## config.mk

```make
export PLATFORM = sky130hd
export DESIGN_NAME = eth_rx_frame_writer
export DESIGN_NICKNAME = d
export VERILOG_FILES = /design/src/rtl/eth_pkg.sv /design/src/rtl/sat_counter.sv /design/src/rtl/eth_rx_frame_writer.sv
export SDC_FILE = /design/constraint.sdc
export NUM_CORES = 1
export LEC_CHECK = 0
export ABC_AREA = 1
export CAP_MARGIN = 40
export CORE_ASPECT_RATIO = 1.5
export CORE_MARGIN = 5
export CORE_UTILIZATION = 47
export DETAILED_ROUTE_END_ITERATION = 16
export HOLD_SLACK_MARGIN = 0.03
export PLACE_DENSITY_LB_ADDON = 0.3
export SLEW_MARGIN = 15
export SYNTH_ARGS = -nofsm -noshare
export SYNTH_HDL_FRONTEND = slang
export SYNTH_SLANG_ARGS = --single-unit
```

## constraint.sdc

```tcl
create_clock -name i_clk -period 2.1 [get_ports i_clk]
set_input_delay 0.525 -clock i_clk [delete_from_list [all_inputs] [get_ports i_clk]]
set_output_delay 0.525 -clock i_clk [all_outputs]
set_load 0.05 [all_outputs]
```

## src/rtl/eth_pkg.sv

```systemverilog
// Shared Ethernet RX definitions: frame-writer states, frame length limits, counter widths.
// Pure definitions; no logic, no latency, no flow control.
package eth_pkg;

    typedef enum logic [1:0] {
        SYNC,
        IDLE,
        WRITE,
        DROP
    } rx_wr_state_t;

    localparam int ETH_MIN_LEN = 60;
    localparam int ETH_MAX_LEN = 1518;
    localparam int DROP_CNT_W  = 16;

endpackage

```

## src/rtl/sat_counter.sv

```systemverilog
// Saturating event counter with synchronous clear; value updates one edge after inc/clear.
// No backpressure: increments past all-ones are absorbed silently.
module sat_counter #(
    parameter int W = 16
) (
    input  logic         i_clk,
    input  logic         i_rst_n,
    input  logic         i_inc,
    input  logic         i_clear,
    output logic [W-1:0] o_value
);

    logic [W-1:0] r_value;

    always_ff @(posedge i_clk) begin
        if (!i_rst_n) begin
            r_value <= '0;
        end else if (i_clear) begin
            r_value <= '0;
        end else if (i_inc && (r_value != {W{1'b1}})) begin
            r_value <= r_value + 1'b1;
        end
    end

    assign o_value = r_value;

endmodule

```

## src/rtl/eth_rx_frame_writer.sv

```systemverilog
// Writes one good MAC RX frame at a time into the byte buffer from address 0; writes appear one edge after the byte.
// No RX backpressure: frames that cannot be held (frame already posted, bad, oversize) are dropped and counted.
module eth_rx_frame_writer
    import eth_pkg::*;
#(
    parameter int SIZE       = 2048,
    parameter int SIZE_WIDTH = $clog2(SIZE),
    parameter int MIN_LEN    = ETH_MIN_LEN,
    parameter int LEN_WIDTH  = SIZE_WIDTH + 1
) (
    input  logic                  i_clk,
    input  logic                  i_rst_n,
    input  logic [7:0]            i_rx_data,
    input  logic                  i_rx_valid,
    input  logic                  i_rx_last,
    input  logic                  i_rx_err,
    output logic                  o_buf_wr_en,
    output logic [SIZE_WIDTH-1:0] o_buf_wr_addr,
    output logic [7:0]            o_buf_wr_data,
    output logic                  o_frame_valid,
    output logic [LEN_WIDTH-1:0]  o_frame_len,
    input  logic                  i_frame_ack,
    output logic [DROP_CNT_W-1:0] o_drop_cnt
);

    localparam logic [LEN_WIDTH-1:0] L_SIZE = LEN_WIDTH'(SIZE);
    localparam logic [LEN_WIDTH-1:0] L_MIN  = LEN_WIDTH'(MIN_LEN);

    rx_wr_state_t          r_state;
    logic [LEN_WIDTH-1:0]  r_cnt;
    logic                  r_wr_en;
    logic [SIZE_WIDTH-1:0] r_wr_addr;
    logic [7:0]            r_wr_data;
    logic                  r_frame_valid;
    logic [LEN_WIDTH-1:0]  r_frame_len;

    logic                  w_eof;
    logic [LEN_WIDTH-1:0]  w_fin_len;
    logic                  w_bad;
    logic                  w_drop_inc;

    assign w_eof = i_rx_valid && i_rx_last;

    // Length the frame would have if this cycle's byte were its last one.
    always_comb begin
        w_fin_len = r_cnt + 1'b1;
        if (r_state == IDLE) begin
            w_fin_len = LEN_WIDTH'(1);
        end
        w_bad      = i_rx_err || (w_fin_len < L_MIN);
        w_drop_inc = 1'b0;
        case (r_state)
            IDLE:    w_drop_inc = w_eof && (r_frame_valid || w_bad);
            WRITE:   w_drop_inc = w_eof && ((r_cnt == L_SIZE) || w_bad);
            DROP:    w_drop_inc = w_eof;
            default: w_drop_inc = 1'b0;
        endcase
    end

    always_ff @(posedge i_clk) begin
        if (!i_rst_n) begin
            r_state       <= SYNC;
            r_cnt         <= '0;
            r_wr_en       <= 1'b0;
            r_wr_addr     <= '0;
            r_wr_data     <= '0;
            r_frame_valid <= 1'b0;
            r_frame_len   <= '0;
        end else begin
            r_wr_en <= 1'b0;
            if (i_frame_ack) begin
                r_frame_valid <= 1'b0;
            end
            case (r_state)
                SYNC: begin
                    r_wr_addr <= '0;
                    if (!i_rx_valid) begin
                        r_state <= IDLE;
                    end
                end
                IDLE: begin
                    r_wr_addr <= '0;
                    if (i_rx_valid) begin
                        if (!r_frame_valid) begin
                            r_wr_en   <= 1'b1;
                            r_wr_data <= i_rx_data;
                            r_cnt     <= LEN_WIDTH'(1);
                            if (!i_rx_last) begin
                                r_state <= WRITE;
                            end else if (!w_bad) begin
                                r_frame_valid <= 1'b1;
                                r_frame_len   <= w_fin_len;
                            end
                        end else if (!i_rx_last) begin
                            r_state <= DROP;
                        end
                    end
                end
                WRITE: begin
                    if (!i_rx_valid) begin
                        r_wr_addr <= r_cnt[SIZE_WIDTH-1:0];
                    end else if (r_cnt == L_SIZE) begin
                        r_state <= i_rx_last ? IDLE : DROP;
                    end else begin
                        r_wr_en   <= 1'b1;
                        r_wr_addr <= r_cnt[SIZE_WIDTH-1:0];
                        r_wr_data <= i_rx_data;
                        r_cnt     <= w_fin_len;
                        if (i_rx_last) begin
                            r_state <= IDLE;
                            if (!w_bad) begin
                                r_frame_valid <= 1'b1;
                                r_frame_len   <= w_fin_len;
                            end
                        end
                    end
                end
                DROP: begin
                    r_wr_addr <= '0;
                    if (w_eof) begin
                        r_state <= IDLE;
                    end
                end
                default: r_state <= SYNC;
            endcase
        end
    end

    sat_counter #(
        .W(DROP_CNT_W)
    ) u_drop_cnt (
        .i_clk   (i_clk),
        .i_rst_n (i_rst_n),
        .i_inc   (w_drop_inc),
        .i_clear (1'b0),
        .o_value (o_drop_cnt)
    );

    assign o_buf_wr_en   = r_wr_en;
    assign o_buf_wr_addr = r_wr_addr;
    assign o_buf_wr_data = r_wr_data;
    assign o_frame_valid = r_frame_valid;
    assign o_frame_len   = r_frame_len;

endmodule

```

==> metrics.md <==
| Metric | Value |
|---|---|
| Outcome | complete, no violations |
| Htree depth | 3 |
| Yosys top cell area share | 37.54% |
| DR vias/cell | 5.483 |
| Wire length per cell after detailed routing | 15.46 um |
| Die Y | 113.5 um |
| Hold Path Origin | o_frame_len[11]$_SDFFE_PN0P_ |
| Number of synthesized flops with an enable pin | 0 |
| CP peak stage delay | 0.81 ns |
| Hold/Removal Path Class | reg -> reg |
| Combinational share of power | 39.9% |
| Setup Total Neg Slack | 0 ns |
| Final core occ | 70.76% |
| Syn_nets | 505 |
| Switching power | 1.657 mW |
| N_diodes | 0 |
| Place WS | 0.0004901 ns |
| Synth Area in Compound Gates | 13.45% |
| Dpl cells | 634 |
| Static leakage | 1.983 nW |
| Critical path peak fanout | 4 |
| Worst-Margin Slew | 0.5463 ns |
| CTS buffer count | 9 |
| Synthesis Warnings | 0 |
| Post-synth cell types | 33 |
| FF+latch area | 0.001285 mm^2 |
| Crit path buf inv count | 1 |
| Port Buffers | 62 |
| Root buf cell | clkbuf_8 |
| Pwr dens | 957.8 mW/mm^2 |
| Seq/Total Area, Yosys | 37.54% |
| Drt total wl | 10.25 mm |
| Synth area leader | dfxtp_1 |
| #FFs+latches synth | 63 |
| Delay-heaviest family, CP | buffers and inverters |
| Clock tree from TritonCTS | built |
| Fill cells | 542 |
| Cell count after synthesis | 482 |
| Total Power | 4.675 mW |
| Clk sinks | 63 |
| Synth Flop Type | dfxtp_1 |
| Required time worst endpoint | 1.57 ns |
| Detailed Route Iter0 Violations | 185 |
| Core ar. | 0.006898 mm^2 |
| DRC viols | 0 |
| DR pass1 iterations | 5 |
| Placer Congestion | 0.9298 |
| VDD IR max | 0.8179 mV |
| Net Sw Frac | 35.45% |
| Ranking of synthesized cells by area | dfxtp_1 38%, nand2_1 9.8%, nor2_1 7.3% |
| Die Area | 0.008973 mm^2 |
| Minimum clock period | 2.044 ns |
| Peak Freq | 0.4892 GHz |
| CP startpoint kind | flop |
| Clock skew | 0.009575 ns |
| Fin crit share | 97.35% |
| ANT nets after route | 0 |
| Worst rel slew slack | 63.47% |
| Initial Util | 48.70% |
| Worst-path clk slew | 0.07 ns |
| Overall routing resource usage | 21.42% |
| Syn Std Cell Area | 0.003359 mm^2 |
| Hold WS | 0.4505 ns |
| RSZ-0062 raised after global routing | true |
| Crit path DAT | 1.52 ns |
| Crit path launch | u_drop_cnt.o_value[1]$_SDFFE_PN0P_ |
| Final worst slack | 0.05564 ns |
| Synth Area per Inst | 6.970 um^2 |
| Largest family of logic cells by synthesized area | simple AND/OR/NAND/NOR gates |
| Skew-Pair Late Insertion Delay | 0.35 ns |
| CP Class | reg -> out |
| Area Overhead vs Synth | 45.29% |
| Vias | 3635 |
| Capturing element type of the critical path | output port |
| Largest net degree at the start of global routing | 25 |
| Hold Vio Cnt, Final | 0 |
| Number of I/O pins | 63 |
| Post-synthesis mux area share | 0% |
| Antenna violations before repair | 0 |
| Share of async-settable or async-resettable flops after synthesis | 0% |
| Hold buffers post-CTS | 0 |
| CP max-delay cell | clkdlybuf4s50_1 |
| Clock power share | 31.1% |
| DIE WIDTH | 79.03 um |
| Final Net Count | 603 |
| First-pass GRT wire length | 15.28 mm |
| DP HPWL | 7.089 mm |
| Most instantiated library cell after synthesis | nand2_1 |
| Vias in the first global route | 3393 |
| Post-Synth XOR/XNOR Area | 3.389% |
| Post-Synth Adder-Cell Area | 3.352% |
| Clock Path Buffers | 2 |
| Fin. max-slew vios | 0 |
| Worst-path cell chain | clkdlybuf4s50_1 |
| Multi-input logic area | 0.001989 mm^2 |
| Dpl cell area | 0.004264 mm^2 |
| Worst r2r src | r_cnt[1]$_SDFFE_PN0P_ |
| Layout Cells excl Fill | 663 |
| Max-cap check violation count | 0 |
| Simple-Gate Fraction of Synth Area | 33.11% |
| Grt total ovfl | 0 |
| Top post-synthesis cells by count | 88 x nand2_1, 65 x nor2_1, 63 x dfxtp_1 |
| Part of the power in registers | 28.9% |
| Row count | 37 |
| Final setup fails | 0 |
| Share of layout cells above drive strength 1 | 24.96% |
| Int Pwr | 3.018 mW |
| Post-route cell area | 0.004881 mm^2 |
[cells by family (layout without fill, tap and decap cells)]
family / Yosys count / count (layout)
adder cells (fa/ha/maj): 9 / 9
AO/OA/AOI/OAI: 88 / 88
buffers and inverters: 75 / 177
flip-flops: 63 / 63
AND/OR/NAND/NOR: 234 / 235
XOR/XNOR: 13 / 13
[layout by cell type, fill, tap and decap left out, types with 2 or more instances in the layout]
cell type / n
nand3_4: 4
nand3_2: 12
inv_2: 3
buf_4: 44
nor2_4: 5
bufinv_16: 4
dfxtp_2: 13
a31oi_1: 2
buf_12: 5
nand3_1: 14
nor2_2: 7
ha_4: 3
clkdlybuf4s50_1: 48
nand4_2: 2
xor2_1: 6
ha_1: 5
clkbuf_8: 11
nand2_2: 12
nand2_4: 2
o21ai_0: 40
inv_1: 49
nor3_1: 8
dfxtp_4: 2
dlygate4sd2_1: 5
dfxtp_1: 48
xnor2_1: 7
nand4_1: 22
nand2_1: 80
a21oi_2: 5
buf_6: 3
nor2_1: 61
a21oi_1: 38
[what timing repair did]
action | CTS | global route
gates resized for setup | 7 | 61
cloned | 0 | 2
setup buffers | 0 | 11
endpoints found under the setup margin | 16 | 31
pin swaps | 0 | 19
[registers in the layout, indices dropped and copies added, names as in the netlist]
signal and cells:
r_cnt 12, r_state 2, o_buf_wr_addr 11, u_drop_cnt.o_value 16
o_buf_wr_en 1, o_frame_len 12, o_frame_valid 1, o_buf_wr_data 8
[layer usage]
layer  up-vias  GRT usage [%]  share of wire, %
met5         -              0                 0
li1       1770              -                 -
met4         0          14.79               5.4
met1      1672          21.97                37
met2       144          37.85                52
met3        49          4.897               5.8
[cell type report]
type | count | area share [%]
Multi-Input combinational cell | 345 | 40.76
Sequential cell | 63 | 26.33
Timing Repair Buffer | 106 | 20.76
Inverter | 55 | 4.435
Clock buffer | 11 | 3.102
Clock inverter | 5 | 2.615
Tap cell | 78 | 1.999
[final timing paths]
path                                                            to  slack (ns)  cells past startpoint
worst min-delay path                  o_frame_len[11]$_SDFFE_PN0P_        0.45                      2
worst min register to register        o_frame_len[11]$_SDFFE_PN0P_        0.45                      2
worst max-delay path                                 o_drop_cnt[1]        0.06                      1
worst max register to register  u_drop_cnt.o_value[0]$_SDFFE_PN0P_        0.08                     15
[power by group through the flow]
stage	Sequential [mW]	Combinational [mW]	Clock [mW]
6_report	1.35	1.87	1.46
5_1_grt	1.36	1.97	1.54
4_1_cts	1.34	1.51	1.48
3_5_place_dp	1.37	1.49	0
3_3_place_gp	1.36	1.48	0
2_1_floorplan	1.61	0.714	0
Power figures use the tool's default switching activity.
